`src/rtl/clk_div_ratio_ctrl.sv`:
```
// Purpose : sequences divider ratio changes (gate-off -> load -> settle -> done) for two arbitrated requesters.
// Latency : accept at T -> done at T+GATE_CYCLES+SETTLE_CYCLES+2, or T+1 when the ratio is already active.
// Backpr. : ready is a one-cycle accept strobe, only in IDLE; requesters hold valid/ratio until they see it.
// Ports   : reference_clk/reset (sync, active-high); req{0,1}_valid/_ratio in, req{0,1}_ready out;
//           division_ratio/clk_divider_enable drive the divider; busy/done/done_id/done_bypass report status.
module clk_div_ratio_ctrl #(
  parameter int unsigned GATE_CYCLES   = 2,
  parameter int unsigned SETTLE_CYCLES = 4,
  parameter logic [5:0]  RESET_RATIO   = 6'd2
) (
  input  logic       reference_clk,
  input  logic       reset,
  input  logic       req0_valid,
  input  logic [5:0] req0_ratio,
  output logic       req0_ready,
  input  logic       req1_valid,
  input  logic [5:0] req1_ratio,
  output logic       req1_ready,
  output logic [5:0] division_ratio,
  output logic       clk_divider_enable,
  output logic       busy,
  output logic       done,
  output logic       done_id,
  output logic       done_bypass
);

  typedef enum logic [2:0] {
    S_IDLE, S_GATE_OFF, S_LOAD, S_SETTLE, S_DONE
  } state_t;

  localparam logic [3:0] GATE_LAST   = 4'(GATE_CYCLES - 1);
  localparam logic [3:0] SETTLE_LAST = 4'(SETTLE_CYCLES - 1);

  state_t     state_q, state_d;
  logic [5:0] ratio_q, ratio_d;
  logic [5:0] cap_q, cap_d;
  logic       en_q, en_d;
  logic [3:0] cnt_q, cnt_d;
  logic       last_q, last_d;   // requester granted on the most recent accept
  logic       id_q, id_d;
  logic       busy_q, busy_d;
  logic       done_q, done_d;
  logic       bypass_q, bypass_d;

  logic       grant_vld;
  logic       grant_id;
  logic [5:0] grant_ratio;

  // Contention goes to whoever was not served last; reset leaves last_q=1 so req0 wins first.
  always_comb begin
    grant_vld   = (state_q == S_IDLE) && (req0_valid || req1_valid);
    grant_id    = (req0_valid && req1_valid) ? ~last_q : req1_valid;
    grant_ratio = grant_id ? req1_ratio : req0_ratio;
  end

  assign req0_ready = grant_vld && !grant_id;
  assign req1_ready = grant_vld && grant_id;

  always_comb begin
    state_d = state_q;
    ratio_d = ratio_q;
    cap_d   = cap_q;
    en_d    = en_q;
    cnt_d   = cnt_q;
    last_d  = last_q;
    id_d    = id_q;

    case (state_q)
      S_IDLE: begin
        if (grant_vld) begin
          cap_d  = grant_ratio;
          id_d   = grant_id;
          last_d = grant_id;
          // Ratio already running: nothing to touch, report straight away.
          if ((grant_ratio == ratio_q) && en_q) begin
            state_d = S_DONE;
          end else begin
            state_d = S_GATE_OFF;
            cnt_d   = 4'd0;
            en_d    = 1'b0;
          end
        end
      end
      S_GATE_OFF: begin
        if (cnt_q == GATE_LAST) begin
          state_d = S_LOAD;
        end else begin
          cnt_d = cnt_q + 4'd1;
        end
      end
      S_LOAD: begin
        // Ratios 0/1 mean bypass: keep the old ratio, leave the divider disabled.
        if (cap_q >= 6'd2) begin
          ratio_d = cap_q;
        end
        en_d    = (cap_q >= 6'd2);
        cnt_d   = 4'd0;
        state_d = S_SETTLE;
      end
      S_SETTLE: begin
        if (cnt_q == SETTLE_LAST) begin
          state_d = S_DONE;
        end else begin
          cnt_d = cnt_q + 4'd1;
        end
      end
      S_DONE: begin
        state_d = S_IDLE;
      end
      default: begin
        state_d = S_IDLE;
      end
    endcase

    // Status outputs are registered copies of what the next state implies.
    busy_d   = (state_d != S_IDLE);
    done_d   = (state_d == S_DONE);
    bypass_d = (state_d == S_DONE) && !en_d;
  end

  always_ff @(posedge reference_clk) begin
    if (reset) begin
      state_q  <= S_IDLE;
      ratio_q  <= RESET_RATIO;
      cap_q    <= 6'd0;
      en_q     <= 1'b0;
      cnt_q    <= 4'd0;
      last_q   <= 1'b1;
      id_q     <= 1'b0;
      busy_q   <= 1'b0;
      done_q   <= 1'b0;
      bypass_q <= 1'b0;
    end else begin
      state_q  <= state_d;
      ratio_q  <= ratio_d;
      cap_q    <= cap_d;
      en_q     <= en_d;
      cnt_q    <= cnt_d;
      last_q   <= last_d;
      id_q     <= id_d;
      busy_q   <= busy_d;
      done_q   <= done_d;
      bypass_q <= bypass_d;
    end
  end

  assign division_ratio     = ratio_q;
  assign clk_divider_enable = en_q;
  assign busy               = busy_q;
  assign done               = done_q;
  assign done_id            = id_q;
  assign done_bypass        = bypass_q;

endmodule

```
`config.mk`:
```
export PLATFORM = sky130hd
export DESIGN_NAME = clk_div_ratio_ctrl
export DESIGN_NICKNAME = d
export VERILOG_FILES = /design/src/rtl/clk_div_ratio_ctrl.sv
export SDC_FILE = /design/constraint.sdc
export NUM_CORES = 1
export LEC_CHECK = 0
export CORE_ASPECT_RATIO = 1.75
export CORE_MARGIN = 2
export CORE_UTILIZATION = 44
export DETAILED_ROUTE_END_ITERATION = 8
export PLACE_DENSITY = 0.76
export SYNTH_ARGS = -nofsm -noshare
export SYNTH_HDL_FRONTEND = slang
export SYNTH_SLANG_ARGS = --single-unit
```
`constraint.sdc`:
```
create_clock -name reference_clk -period 2.1 [get_ports reference_clk]
set_clock_uncertainty 0.2 [all_clocks]
set_input_delay 0.42 -clock reference_clk [delete_from_list [all_inputs] [get_ports reference_clk]]
set_output_delay 0.42 -clock reference_clk [all_outputs]
set_load 0.03 [all_outputs]
```
==> results by group <==
Synthesis
  • Yosys top cell by area: dfxtp_1
  • Synth warn: 0
  • Ys flop type: dfxtp_1
  • Ranking of synthesized cells by area: dfxtp_1 39%, nor2_1 5.5%, nand2_1 4.6%, a21oi_1 3.9%, a311oi_1 2.7%
  • Syn Area/Cell: 8.45 sq um
  • Netlist Area Pre-Place: 1290 sq um
  • Mapped Cells: 153
  • Async set or reset register ratio after synthesis: 0
  • Syn Nets: around 170
  • Post-synth EDFFs: 0
  • Sequential share of the synthesized area: 0.387
  • Yosys cell types: 46
  • Yosys reg bits: 25
  • Post-synth top area share: 0.387

Setup path
  • Crit path kind: reg -> reg
  • Critical Path AT: between 2 and 2.5 ns
  • Critical path peak fanout: 6
  • Crit path required time: 2.10 ns
  • Crit path launch type: flip-flop
  • Reg2Reg Setup Slack: -0.17 ns
  • CP Capture Type: flip-flop

Timing
  • TNS Setup: -0.689 ns
  • Slew @ Worst Pin: about 0.33 ns
  • Min Hold Slack: slightly below 0.3 ns
  • Unrepaired setup endpoints after global routing: true
  • # setup viols final: 9
  • Max_slew headroom: 0.778
  • Fin crit share: 1.08
  • Min cycle time layout: 2.27 ns
  • FMAX: 0.440 GHz
  • Setup WS post-layout: -0.171 ns
  • Fin. Hold Viols: 0
  • Final Max Tran Viols: 0

CTS
  • TritonCTS sink count: 25
  • Longest Clk Path Bufs: 2
  • Depth of the CTS H-tree: 1
  • Clock root buffer: clkbuf_8
  • Clock slew at reported path FFs: about 0.09 ns
  • CTS tree: done
  • CTS buffer count: 3
  • Clock Latency Late Sink: 0.27 ns
  • Hold buffers post-CTS: 0

Pwr
  • P_sw: 0.337 mW
  • Clock share of power: 0.258
  • Switching share of power: 0.301
  • Leak: between 0.8 and 0.9 nW
  • Combinational share of power: 0.271
  • Reg power frac: 0.471
  • Max VDD drop: 0.000507 V
  • Int Pwr: 0.784 mW
  • Pwr Density: 551 nW/um^2

Place
  • Placed cells: 230
  • Post-DP HPWL: a little under 3 mm
  • Post-place setup slack: -0.765 ns
  • I/O Buffers: 28
  • Gpl congestion: 1.01
  • Post-DP Area: 1860 sq um

Floorplan
  • Io pins: 29
  • Full die area: 3400 sq um
  • Die width: 45.0 um
  • Core Box Area: 2860 sq um
  • Row cnt: 26
  • Initial core utilization: 0.451
  • DIE HEIGHT: 75.7 um

Final layout
  • Fin cells: 241
  • Post-Layout Inst Area: 2040 sq um
  • N_diodes: 0
  • # nets final: 232
  • Layout cell share with drive strength beyond 1: 0.366
  • Layout area overhead: 57.5%

Min path
  • Hold crit path type: in -> reg

Global routing
  • Initial antenna violation count: 0
  • First-pass GRT wire length: 6.18 mm
  • Vias in the first global route: 1434
  • Global route overflow: 0
  • GRT Total Usage: 0.248
  • Largest net degree at the start of global routing: 17

Routing
  • Wirelength per Cell: 17.5 um
  • Pre-Repair DR Iteration Count: 4
  • Drt total wl: 4.21 mm
  • Drt drc: 0
  • DRT iter0 DRCs: a little over 40
  • DR vias: roughly 1500
  • DR vias/cell: 6.05
  • DRT antenna net count: 0

Outcome
  • Failing checks: negative setup slack
  • Status: finished with violations

Flow run
  • MaxCap Viol Count: 0
routing by layer:
metal / global-route usage / wire length, um
met4: 0.209 / 272
met2: 0.419 / 2180
met3: 0.0403 / 214
met1: 0.258 / 1550
met5: 0 / 0
metrics by stage:
stage	util	power, mW
2_1_floorplan	-	0.674
3_3_place_gp	0.651	0.793
3_5_place_dp	0.651	0.801
4_1_cts	0.679	1.09
5_1_grt	0.711	1.16
6_report	0.711	1.12
sequential cells by signal (all words and copies together), names as in the netlist:
register	flops
busy	1
cap_q	6
clk_divider_enable	1
cnt_q	4
division_ratio	6
done	1
done_bypass	1
done_id	1
last_q	1
state_q	3
layout by cell type (no fill, tap or decap), types with 3 or more instances in the layout:
cell type / n
buf_4: 38
nor2_1: 18
dfxtp_1: 17
nand2_1: 16
clkdlybuf4s50_1: 16
a21oi_1: 10
dfxtp_2: 7
dlygate4sd2_1: 6
a311oi_1: 4
nor2b_1: 4
xor2_2: 4
inv_1: 3
nor3_1: 3
nand3_1: 3
o21ai_0: 3
clkbuf_8: 3
cell usage after synthesis (3+ instances only):
library cell and number:
nor2_1 19, clkbuf_1 3, xor2_1 4, inv_1 3, or2_2 3, or3_1 4
a21oi_1 10, dfxtp_1 25, mux2i_1 3, a311oi_1 4, nand2_1 16, nor2b_1 5
nor3_1 4, nand3_1 3, o21ai_0 5
final cells by class:
type,count,area [sq um]
Inverter,3,11.3
Multi-Input combinational cell,117,898
Tap cell,28,35.0
Clock buffer,4,45.0
Fill cell,223,827
Sequential cell,25,513
Timing Repair Buffer,64,533
final timing paths:
check | start | endpoint | cells past startpoint
hold reg to reg | cap_q[2]$_SDFFE_PP0P_ | division_ratio[2]$_SDFFE_PP0P_ | 2
setup reg to reg | last_q$_SDFFE_PP1P_ | busy$_SDFF_PP0_ | 6
setup / recovery | last_q$_SDFFE_PP1P_ | busy$_SDFF_PP0_ | 6
hold / removal | req0_ratio[1] | cap_q[1]$_SDFFE_PP0P_ | 3
kinds of logic after synthesis:
kind of cell | count (synthesis) | share of synthesized area
and+or+nand+nor | 67 | 0.264
adders and majority gates | 2 | 0.0194
AOI/OAI and AO/OA | 39 | 0.221
muxes | 3 | 0.0232
DFF | 25 | 0.387
xor gates and xnor gates | 6 | 0.0407
buffers and inverters | 11 | 0.0445
worst max-delay path, cell delays in order (launching register included):
cell and delay [ns]:
dfxtp_2 0.35, a21boi_4 0.30, o2111ai_1 0.16, a22o_1 0.27
or4_4 0.54, a21o_2 0.22, a21oi_1 0.16
power groups by stage:
stage | Combinational [mW] | Clock [mW] | Sequential (mW)
after floorplan | 0.136 | 0 | 0.538
after global placement | 0.259 | 0 | 0.534
after detailed placement | 0.266 | 0 | 0.535
after CTS | 0.272 | 0.293 | 0.525
after global routing | 0.323 | 0.306 | 0.531
final | 0.304 | 0.290 | 0.527
repair_timing:
item | in CTS | in global routing
endpoints found under the setup margin | 11 | 11
gates resized for setup | 22 | 12
setup buffers | 2 | 5
pin swaps | 9 | 9
No activity file was read; power rests on OpenSTA's default activity.
==> patch 1 (same flow settings) <==
Make the reset (`reset`) asynchronous in one clocked block.
--- a/src/rtl/clk_div_ratio_ctrl.sv
+++ b/src/rtl/clk_div_ratio_ctrl.sv
@@ -118,7 +118,7 @@
     bypass_d = (state_d == S_DONE) && !en_d;
   end
 
-  always_ff @(posedge reference_clk) begin
+  always_ff @(posedge reference_clk or posedge reset) begin
     if (reset) begin
       state_q  <= S_IDLE;
       ratio_q  <= RESET_RATIO;
Behaviour: differs if reset is asserted again (counterexample within 4 cycles, from zero or initial values and one cycle with reset high); with reset held inactive, the same outputs for 10 cycles.
==> patch 1 against the original RTL <==
  * Final cell count shrank 20%
  * Critical path type is now flop to output port
  * Wire length shrank 24%
  * Critical path depth shrank 1
  * Sequential cell count is the same
  * Maximum frequency grew 9.9%
  * Sequential share of layout area grew 8.3 points
  * Final area shrank 7.6%
  * First-iteration DRC count shrank 59%
  * Worst setup slack gained 0.20 ns
  * Utilization shrank 6.9 points
  * Area after synthesis grew 5.7%
  * Count of clock-buffer cells in the layout shrank 1
Power is not compared: it rests on default switching activity, and its combinational part moved more than twofold at a synthesized area within 25%.
==> patch 1: results <==
export IMPL_synth_area_top_cells="dfrtp_1 42%, mux2_2 5.8%, o21ai_0 4.0%"
export IMPL_dp_hpwl_um=2506
export IMPL_status="finished, final reports clean"
export IMPL_synth_distinct_cells=39
export IMPL_n_antenna_cell=0
export IMPL_synthArstFlopShare_pct=100.0
export IMPL_drt_pre_antenna_iters=4
export IMPL_drive_gt1_share_pct=30.30
export IMPL_regToRegEndpoint="cnt_q[0]$_DFFE_PP0P_"
export IMPL_antenna_found_initial=0
export IMPL_finalWeightedCongestion=0.8361
export IMPL_worst_slack_ns=0.03400
export IMPL_grt_max_degree=26
export IMPL_worst_path_max_fanout=6
export IMPL_max_stage_delay_ns=0.42
export IMPL_hold_path_class="primary input to asynchronous set/reset pin"
export IMPL_first_iter_violations=17
export IMPL_fill_cells=241
export IMPL_ys_flop_type="dfrtp_1"
export IMPL_fin_cells=193
export IMPL_worst_path_max_delay_cell="dfrtp_2"
export IMPL_startpoint="state_q[1]$_DFF_PP0_"
export IMPL_reg2reg_slack_ns=0.12
export IMPL_ys_warn_count=0
export IMPL_internal_power_mw=1.523
export IMPL_p_leak_nw=0.8100
export IMPL_pwr_share_clk_pct=11.1
export IMPL_slew_headroom_pct=78.40
export IMPL_vias_per_cell=5.710
export IMPL_syn_area_per_cell_um2=11.20
export IMPL_grt_pass1_wl_um=5223
export IMPL_cp_data_arrival_time_ns=1.45
export IMPL_num_nets_final=184
export IMPL_ir_drop_mv=0.7751
export IMPL_final_util_pct=64.23
export IMPL_yosysSeqAreaShare_pct=45.97
export IMPL_timing_hold_ws_ns=0.2916
export IMPL_wl_um=3184
export IMPL_cts_buffers_inserted=3
export IMPL_place_area_um2=1762
export IMPL_synth_common_cells="23 x dfrtp_1, 11 x o21ai_0, 10 x nand2_1, 10 x nor2_1, 7 x mux2_2"
export IMPL_ctsHtreeMaxLevel=1
export IMPL_endpoint="req0_ready"
export IMPL_pre_cts_slack_ns=-0.4378
export IMPL_syn_nets=140
export IMPL_clockRootBuffer="clkbuf_8"
export IMPL_track_usage_pct=20.11
export IMPL_clock_path_buffers=2
-- patch 1: cell count changes in the layout (fill, tap and decap cells not counted), moves of 9 or more --
| cell | change |
|---|---|
| buf_4 | -26 |
| dfrtp_1 | +21 |
| dfxtp_1 | -17 |
| nor2_1 | -9 |
-- patch 1: metal layers --
layer	GRT usage (%)	wire, µm	vias to the layer above
met1	23.12	1191	532
met4	8.571	124	0
met3	2.326	99	11
met2	35.14	1770	35
li1	-	-	524
met5	0	0	-
-- patch 1: critical path, delay by kind of cell (launching register included) --
family	cells	cell delay, ns
AND/OR/NAND/NOR	2	0.37
buffers and inverters	2	0.26
flip-flops	1	0.42
AO/OA/AOI/OAI	1	0.12
-- patch 1: cell families (layout without fill, tap and decap cells) --
| group | after synthesis | after routing | synth area share [%] |
|---|---|---|---|
| AOI/OAI and AO/OA | 29 | 29 | 15.29 |
| xor gates and xnor gates | 10 | 10 | 7.509 |
| adders and majority gates | 2 | 2 | 1.831 |
| buffers and inverters | 7 | 50 | 2.564 |
| DFF | 25 | 25 | 45.97 |
| muxes | 14 | 14 | 11.72 |
| and+or+nand+nor | 35 | 35 | 15.11 |
-- patch 1: repair_timing --
item | CTS | global route
endpoints found under the setup margin | 11 | 9
pin swaps | 1 | 2
setup buffers | 2 | 2
resized for setup | 10 | 6
-- patch 1: layout make-up --
| class | count | share of cell area [%] |
|---|---|---|
| clock buffer | 3 | 2.196 |
| clock inverter | 1 | 0.3992 |
| inverter | 3 | 0.5988 |
| multi-input combinational | 90 | 39.52 |
| sequential | 25 | 33.53 |
| tap | 28 | 1.863 |
| timing repair buffer | 43 | 21.89 |
==> patch 2 (config.mk and constraints unchanged) <==
Made on the original files. Encoding of `state_t`: now Gray code (3 bits for 5 states).
--- a/src/rtl/clk_div_ratio_ctrl.sv
+++ b/src/rtl/clk_div_ratio_ctrl.sv
@@ -25,7 +25,7 @@
 );
 
   typedef enum logic [2:0] {
-    S_IDLE, S_GATE_OFF, S_LOAD, S_SETTLE, S_DONE
+    S_IDLE = 3'b000, S_GATE_OFF = 3'b001, S_LOAD = 3'b011, S_SETTLE = 3'b010, S_DONE = 3'b110
   } state_t;
 
   localparam logic [3:0] GATE_LAST   = 4'(GATE_CYCLES - 1);
Formal check against the unedited RTL: same outputs for any inputs over 10 cycles, from zero or initial values and one cycle with reset high; not proved beyond that.
==> patch 2 against the original RTL <==
  * Total power rose by 1.5%
  * Combinational power rose by 7.6%
  * Sequential cell count did not move
  * Critical endpoint is now cnt_q[1]$_SDFFE_PP0P_
  * Worst hold slack got worse by 0.013 ns
  * Wire length fell by 6.2%
  * Synthesized cell count fell by 4.6%
  * Utilization rose by 0.25 points
  * Area after synthesis fell by 1.4%
  * Final area fell by 4.6%
  * The flow still finishes with violations (setup timing)
  * Highest routed layer unchanged
  * Worst setup slack improved by 0.062 ns
  * Die area fell by 1.3%
==> patch 2: results <==
export IMPL_synth_distinct_cells=42
export IMPL_first_iter_violations=86
export IMPL_worst_path_max_fanout=5
export IMPL_synthArstFlopShare_pct=0
export IMPL_hold_path_class="primary input to flop"
export IMPL_synth_area_top_cells="dfxtp_1 39%, nor2_1 5.3%, mux2i_1 4.7%"
export IMPL_insertion_delay_ns=0.27
export IMPL_cp_top_family="multiplexers"
export IMPL_port_buffers=28
export IMPL_rr_worst_depth=7
export IMPL_drive_gt1_share_pct=32.37
export IMPL_num_nets_final=226
export IMPL_holdPathStages=3
export IMPL_regToRegEndpoint="cnt_q[1]$_SDFFE_PP0P_"
export IMPL_slew_headroom_pct=59.88
export IMPL_vias=1373
export IMPL_violations="setup timing"
export IMPL_place_area_um2=1740
export IMPL_grt_pass1_wl_um=6037
export IMPL_syn_nets=164
export IMPL_drt_pre_antenna_iters=4
export IMPL_worst_slack_ns=-0.1081
export IMPL_status="finished, violations left"
export IMPL_hold_start="req0_ratio[5]"
export IMPL_routedWlPerCell_um=16.89
export IMPL_cts_buffers_inserted=3
export IMPL_clockRootBuffer="clkbuf_8"
export IMPL_yosysSeqAreaShare_pct=39.25
export IMPL_track_usage_pct=24.53
export IMPL_ir_drop_mv=0.5276
export IMPL_max_stage_delay_ns=0.34
export IMPL_grt_pass1_vias=1355
export IMPL_finalSetupViolCount=5
export IMPL_ys_warn_count=0
export IMPL_p_leak_nw=0.8108
export IMPL_grt_max_degree=23
export IMPL_dp_hpwl_um=2649
export IMPL_synth_common_cells="25 x dfxtp_1, 18 x nor2_1, 11 x a21oi_1"
export IMPL_r2r_start="last_q$_SDFFE_PP1P_"
export IMPL_finalWeightedCongestion=0.8329
export IMPL_p_sw_mw=0.3381
export IMPL_n_antenna_cell=0
export IMPL_ctsHtreeMaxLevel=1
export IMPL_clk_pin_slew_worst_paths_ns=0.08
export IMPL_clock_path_buffers=2
export IMPL_worst_path_max_delay_cell="dfxtp_2"
export IMPL_cp_data_arrival_time_ns=2.17
export IMPL_fill_cells=199
export IMPL_min_to="cap_q[5]$_SDFFE_PP0P_"
export IMPL_antenna_found_initial=0
[patch 2: changes by cell type after synthesis, moves of 3 or more]
cell / change
mux2i_1: +3
nor2b_1: -4
inv_1: +6
a211oi_1: +4
nand2_1: -6
nand4_1: +4
or2_2: -3
or3_1: -4
[patch 2: worst max path at each step]
stage	depth (start not counted)	end	startpoint	slack, ns
2_1_floorplan	6	cnt_q[1]$_SDFFE_PP0P_	req1_valid	0.0003
3_3_place_gp	7	state_q[1]$_SDFF_PP0_	req1_valid	-0.65
3_5_place_dp	7	state_q[1]$_SDFF_PP0_	req1_valid	-0.71
4_1_cts	6	cnt_q[1]$_SDFFE_PP0P_	last_q$_SDFFE_PP1P_	-0.13
5_1_grt	7	cnt_q[1]$_SDFFE_PP0P_	last_q$_SDFFE_PP1P_	-0.19
6_report	7	cnt_q[1]$_SDFFE_PP0P_	last_q$_SDFFE_PP1P_	-0.11
[patch 2: power groups by stage]
stage,Sequential (mW),Combinational (mW),Clock (mW)
3_3_place_gp,0.536,0.271,0
6_report,0.527,0.327,0.284
4_1_cts,0.528,0.292,0.286
3_5_place_dp,0.538,0.278,0
2_1_floorplan,0.544,0.139,0
5_1_grt,0.530,0.350,0.308
[patch 2: metrics by stage]
stage / hold WS [ns] / setup slack [ns] / TNS, ns / cells / utilization (%)
after floorplan: 0.2419 / 0.0002647 / 0 / 146 / -
after global placement: 0.2652 / -0.6500 / -6.095 / 217 / 63.95
after detailed placement: 0.2781 / -0.7105 / -7.434 / 217 / 63.95
after CTS: 0.2936 / -0.1293 / -0.2707 / 223 / 67.68
after global routing: 0.3104 / -0.1910 / -0.7469 / 234 / 71.36
final: 0.2765 / -0.1081 / -0.2632 / 234 / 71.36
[patch 2: logic make-up after synthesis]
| kind of cell | synth area share (%) |
|---|---|
| compound gates | 23.75 |
| xor+xnor | 2.748 |
| fa+ha+maj | 1.962 |
| buf+inv | 5.790 |
| flops | 39.25 |
| mux | 5.594 |
| simple gates | 20.90 |
[patch 2: cell type report]
cell class	count	area share, %
clock buffers	4	2.320
inverters	9	1.740
multi-input cells	105	40.01
flip-flops and latches	25	26.10
well taps	27	1.740
repair buffers	64	28.09
[patch 2: timing repair]
action | 4_1_cts | 5_1_grt
cloned | 0 | 0
hold buffers | 0 | 0
resized for setup | 25 | 11
buffers inserted | 2 | 11
pin swaps | 9 | 8
setup endpoints to repair | 12 | 10
[patch 2: per-layer routing]
layer | routed length [µm] | vias to the layer above | track usage [%]
li1 | - | 654 | -
met1 | 1394 | 660 | 24.26
met2 | 2279 | 47 | 48.63
met3 | 159 | 12 | 2.398
met4 | 119 | 0 | 10.77
met5 | 0 | - | 0
